## src/rtl/serial_adder_pkg.sv

```systemverilog
// Shared definitions for the bit-serial adder: FSM state encoding and counter sizing.
// Imported by serial_adder; no logic of its own.
package serial_adder_pkg;

   typedef enum logic [1:0] {
      IDLE = 2'd0,
      RUN  = 2'd1,
      DONE = 2'd2
   } state_t;

   // Counter must reach WIDTH-1 without wrapping.
   function automatic int cnt_width(input int w);
      return $clog2(w) + 1;
   endfunction

endpackage

```

## src/rtl/serial_adder_full_adder_cell.sv

```systemverilog
// Single-bit combinational full adder, the arithmetic core of the serial adder.
// Zero latency; no flow control.
module full_adder_cell (
   input  logic x,
   input  logic y,
   input  logic cin,
   output logic s,
   output logic cout
);

   assign s    = x ^ y ^ cin;
   assign cout = (x & y) | (x & cin) | (y & cin);

endmodule

```

## src/rtl/serial_adder.sv

```systemverilog
// Bit-serial add/subtract, LSB first; result registers update WIDTH edges after start is accepted.
// start is ignored while busy; a start held during the done cycle is accepted back-to-back.
module serial_adder
   import serial_adder_pkg::*;
#(
   parameter int WIDTH = 8,
   parameter int CNT_W = cnt_width(WIDTH)
) (
   input  logic             clk,
   input  logic             rst,
   input  logic             start,
   input  logic             sub,
   input  logic [WIDTH-1:0] a,
   input  logic [WIDTH-1:0] b,
   output logic             busy,
   output logic             done,
   output logic [WIDTH-1:0] sum,
   output logic             carry_out,
   output logic             overflow
);

   state_t           state;
   logic [WIDTH-1:0] opa;
   logic [WIDTH-1:0] opb;
   logic [WIDTH-1:0] work;
   logic             carry;
   logic [CNT_W-1:0] cnt;
   logic             fa_s;
   logic             fa_c;
   logic             last;

   full_adder_cell u_fa (
      .x    (opa[0]),
      .y    (opb[0]),
      .cin  (carry),
      .s    (fa_s),
      .cout (fa_c)
   );

   assign last = (cnt == CNT_W'(WIDTH - 1));

   always_ff @(posedge clk or posedge rst) begin
      if (rst) begin
         state     <= IDLE;
         opa       <= '0;
         opb       <= '0;
         work      <= '0;
         carry     <= 1'b0;
         cnt       <= '0;
         busy      <= 1'b0;
         done      <= 1'b0;
         sum       <= '0;
         carry_out <= 1'b0;
         overflow  <= 1'b0;
      end else begin
         case (state)
            IDLE, DONE: begin
               done <= 1'b0;
               if (start) begin
                  // Subtraction is a + ~b + 1: invert b and seed the carry.
                  opa   <= a;
                  opb   <= sub ? ~b : b;
                  carry <= sub;
                  cnt   <= '0;
                  busy  <= 1'b1;
                  state <= RUN;
               end else begin
                  state <= IDLE;
               end
            end
            RUN: begin
               work  <= {fa_s, work[WIDTH-1:1]};
               opa   <= {1'b0, opa[WIDTH-1:1]};
               opb   <= {1'b0, opb[WIDTH-1:1]};
               carry <= fa_c;
               cnt   <= cnt + CNT_W'(1);
               if (last) begin
                  // On the MSB step, carry still holds the carry into the MSB.
                  sum       <= {fa_s, work[WIDTH-1:1]};
                  carry_out <= fa_c;
                  overflow  <= carry ^ fa_c;
                  busy      <= 1'b0;
                  done      <= 1'b1;
                  state     <= DONE;
               end
            end
            default: begin
               busy  <= 1'b0;
               done  <= 1'b0;
               state <= IDLE;
            end
         endcase
      end
   end

endmodule

```

## config.mk

```make
export PLATFORM = sky130hd
export DESIGN_NAME = serial_adder
export DESIGN_NICKNAME = d
export VERILOG_FILES = /design/src/rtl/serial_adder_pkg.sv /design/src/rtl/serial_adder_full_adder_cell.sv /design/src/rtl/serial_adder.sv
export SDC_FILE = /design/constraint.sdc
export NUM_CORES = 1
export LEC_CHECK = 0
export ABC_CLOCK_PERIOD_IN_PS = 2400
export CAP_MARGIN = 20
export CORE_UTILIZATION = 55
export DETAILED_ROUTE_END_ITERATION = 6
export PLACE_DENSITY = 0.94
export RECOVER_POWER = 50
export SYNTH_ARGS = -nofsm -noshare
export SYNTH_HDL_FRONTEND = slang
export SYNTH_HIERARCHICAL = 1
export SYNTH_SLANG_ARGS = --single-unit
```

## constraint.sdc

```tcl
create_clock -name clk -period 2.4 [get_ports clk]
set_clock_uncertainty 0.1 [all_clocks]
set_input_delay 0.24 -clock clk [delete_from_list [all_inputs] [get_ports clk]]
set_output_delay 0.24 -clock clk [all_outputs]
set_load 0.01 [all_outputs]
```

==> reports/qor.txt <==
Vias after detailed routing: 1,132
Hold/Removal Path Class: flop to flop
CTS Buf Count: 5
Post-synthesis cell area: 0.00178 mm^2
Fin cells: 207
Post-CTS Hold Fix Bufs: 0
Post-synth EDFFs: 0
Drt drc: 0
Peak VDD IR: 0.587 mV
Setup slack, reg-to-reg: 0.56 ns
HP Start: opa[3]
CP delay by family, top: simple AND/OR/NAND/NOR gates
Max Fclk: 0.544 GHz
Final Core Density: 70.5%
CP Data Required Time: 2.58 ns
# nets final: 184
Total of max-cap violations: 0
Final worst path period share: 76.6%
Clock sink count: 41
Min Tclk post-route: 1.84 ns
Worst skew pair latency: 0.34 ns
Pre-CTS setup slack: 0.533 ns
GRT Util Overall: 21.1%
Crit-path cells: and2b_4 -> nor2_2 -> mux2_2
Yosys reg bits: 41
Max-slew violations: 0
CTS clk-pin slew, worst paths: 0.11 ns
Cell total after placement: 199
Antenna diodes: 0
Starting density of the core: 58.2%
Critical path class: flop to flop
Syn Nets: 151
Final Hold Fails: 0
Unique masters post-synth: 26
Reg2Reg Depth: 3
Die area: 0.00346 mm^2
RR Endpoint: cnt[0]
Via density: 5.47
Vias in the first global route: 1,145
Tightest Pin Transition: 0.987 ns
Final Total Pwr: 0.00264 W
Num ports: 32
Hold depth: 1
Overflow after GRT: 0
Max clock buf depth: 2
Area leader, netlist: dfrtp_1
Slew headroom: 34.2%
Layout cell share with drive strength beyond 1: 13.5%
Initial DRC count: 19
Hold EP: opa[3]
DR WL/cell: 15.3 um
CP endpoint kind: flop
Die width: 58.8 um
Lkg Pwr: 1.00 nW
Crit-path slowest cell: nor2_2
GP Congestion: 0.778
Port bufs: 31
CTS Root Cell: clkbuf_4
R2R Path Start: state[1]
Warnings, synthesis: 6
Crit-path max cell delay: 0.62 ns
Final setup violation count: 0
Buf/Inv on CP: 0
Post-Synthesis Cells: 129
CTS tree: done
Pre-antenna DRT Iters: 4
First-pass GRT wire length: 5290 um
Async SR Flop Fraction: 100%
H-tree levels: 2
Die Ht: 58.8 um
Post-synth top area share: 57.7%
DRT antenna net count: 0
Final wirelength: 3170 um
Setup TNS: 0 ns
Core ar.: 0.00305 mm^2
Pwr per Cell Area: 1230 mW/mm^2
Cell with the most instances after synthesis: dfrtp_1
Cts repair resizes: 0
Main synth FF type: dfrtp_1
Largest net degree at the start of global routing: 42
Sequential area share after synthesis: 57.7%
Final HPWL DP: 2240 um
CP Data Arrival Time: 2.02 ns
Top area cells in the synthesized netlist: dfrtp_1 58%, a22o_1 5.9%, mux2_1 5.7%
Final setup margin: 0.563 ns
Syn avg cell area: 13.8 um^2
P&R area growth vs syn: 21.1%
Post-CTS repair timing setup buffer count: 0
Synth top cells by count: 41 x dfrtp_1, 12 x a22o_1, 9 x mux2_1, 9 x mux2_2
CP startpoint kind: flop
RSZ-0062 raised after global routing: no
Site Rows: 20
Status: finished clean
Initial antenna violation count: 0
Crit Path Max Fanout: 29
-- area by class of cell --
class,count,area [um^2]
Clock buffer,6,41.3
Clock inverter,2,10.0
Fill cell,254,902
Inverter,1,3.75
Multi-Input combinational cell,79,684
Sequential cell,41,1030
Tap cell,44,55.1
Timing Repair Buffer,34,330
-- cell families after synthesis --
family          Yosys count  synth area share (%)
flops                    41                  57.7
compound gates           28                  13.5
mux                      20                  12.5
simple gates             20                  6.20
xor+xnor                  9                  4.44
buf+inv                   9                  3.73
fa+ha+maj                 2                  1.83
-- worst register-to-register path: cells and delay by family (launching register included) --
kind	cells	cell delay, ns
flops	1	0.45
simple gates	2	0.95
mux	1	0.28
-- power breakdown --
part           total [W]  leakage, nW  switching, W  internal (W)
clock           0.000322       0.0320      0.000210      0.000112
combinational    0.00108        0.462      0.000452      0.000632
sequential       0.00123        0.511      0.000220       0.00101
-- registers in the layout, indices dropped and copies added (netlist names) --
signal     count
work           7
cnt            4
opb            8
carry          1
overflow       1
state          2
busy           1
opa            8
sum            8
carry_out      1
-- worst max path at each step --
| stage | start | endpoint | slack, ns | cells after the start |
|---|---|---|---|---|
| 3_5_place_dp | start | cnt[0] | 0.53 | 4 |
| 5_1_grt | state[1] | cnt[0] | 0.47 | 3 |
| 4_1_cts | state[1] | cnt[0] | 0.56 | 3 |
| 2_1_floorplan | cnt[0] | carry_out | 0.83 | 5 |
| 6_report | state[1] | cnt[0] | 0.56 | 3 |
| 3_3_place_gp | start | cnt[0] | 0.62 | 4 |
-- per-layer routing --
metal	wire length (um)	GRT usage [%]
met1	1380	26.1
met2	1640	36.5
met4	23	5.10
met5	0	0
met3	131	5.93
-- metrics by stage --
| step | cell area [um^2] | hold slack, ns |
|---|---|---|
| CTS | 2150 | 0.223 |
| global route | 2150 | 0.385 |
| global placement | 2100 | 0.351 |
| finish | 2150 | 0.392 |
| floorplan | 1780 | 0.280 |
| detailed placement | 2100 | 0.368 |
-- cell usage in the layout (no fill, tap or decap) --
master,n
a21o_1,8
a221o_1,7
a22o_1,12
and2b_4,1
buf_4,2
clkbuf_1,1
clkbuf_2,1
clkbuf_4,5
clkdlybuf4s50_1,30
clkinv_2,2
dfrtp_1,41
dlygate4sd3_1,1
fa_1,1
ha_1,1
inv_1,1
mux2_1,9
mux2_2,9
mux2i_1,2
nand2_1,3
nand2b_1,1
nand3b_1,2
nand4_1,1
nor2_1,8
nor2_2,1
nor2b_1,2
nor3b_2,1
o21ai_0,1
xnor2_1,7
xor2_1,2
Note: power is estimated with default switching activity, not from simulation.
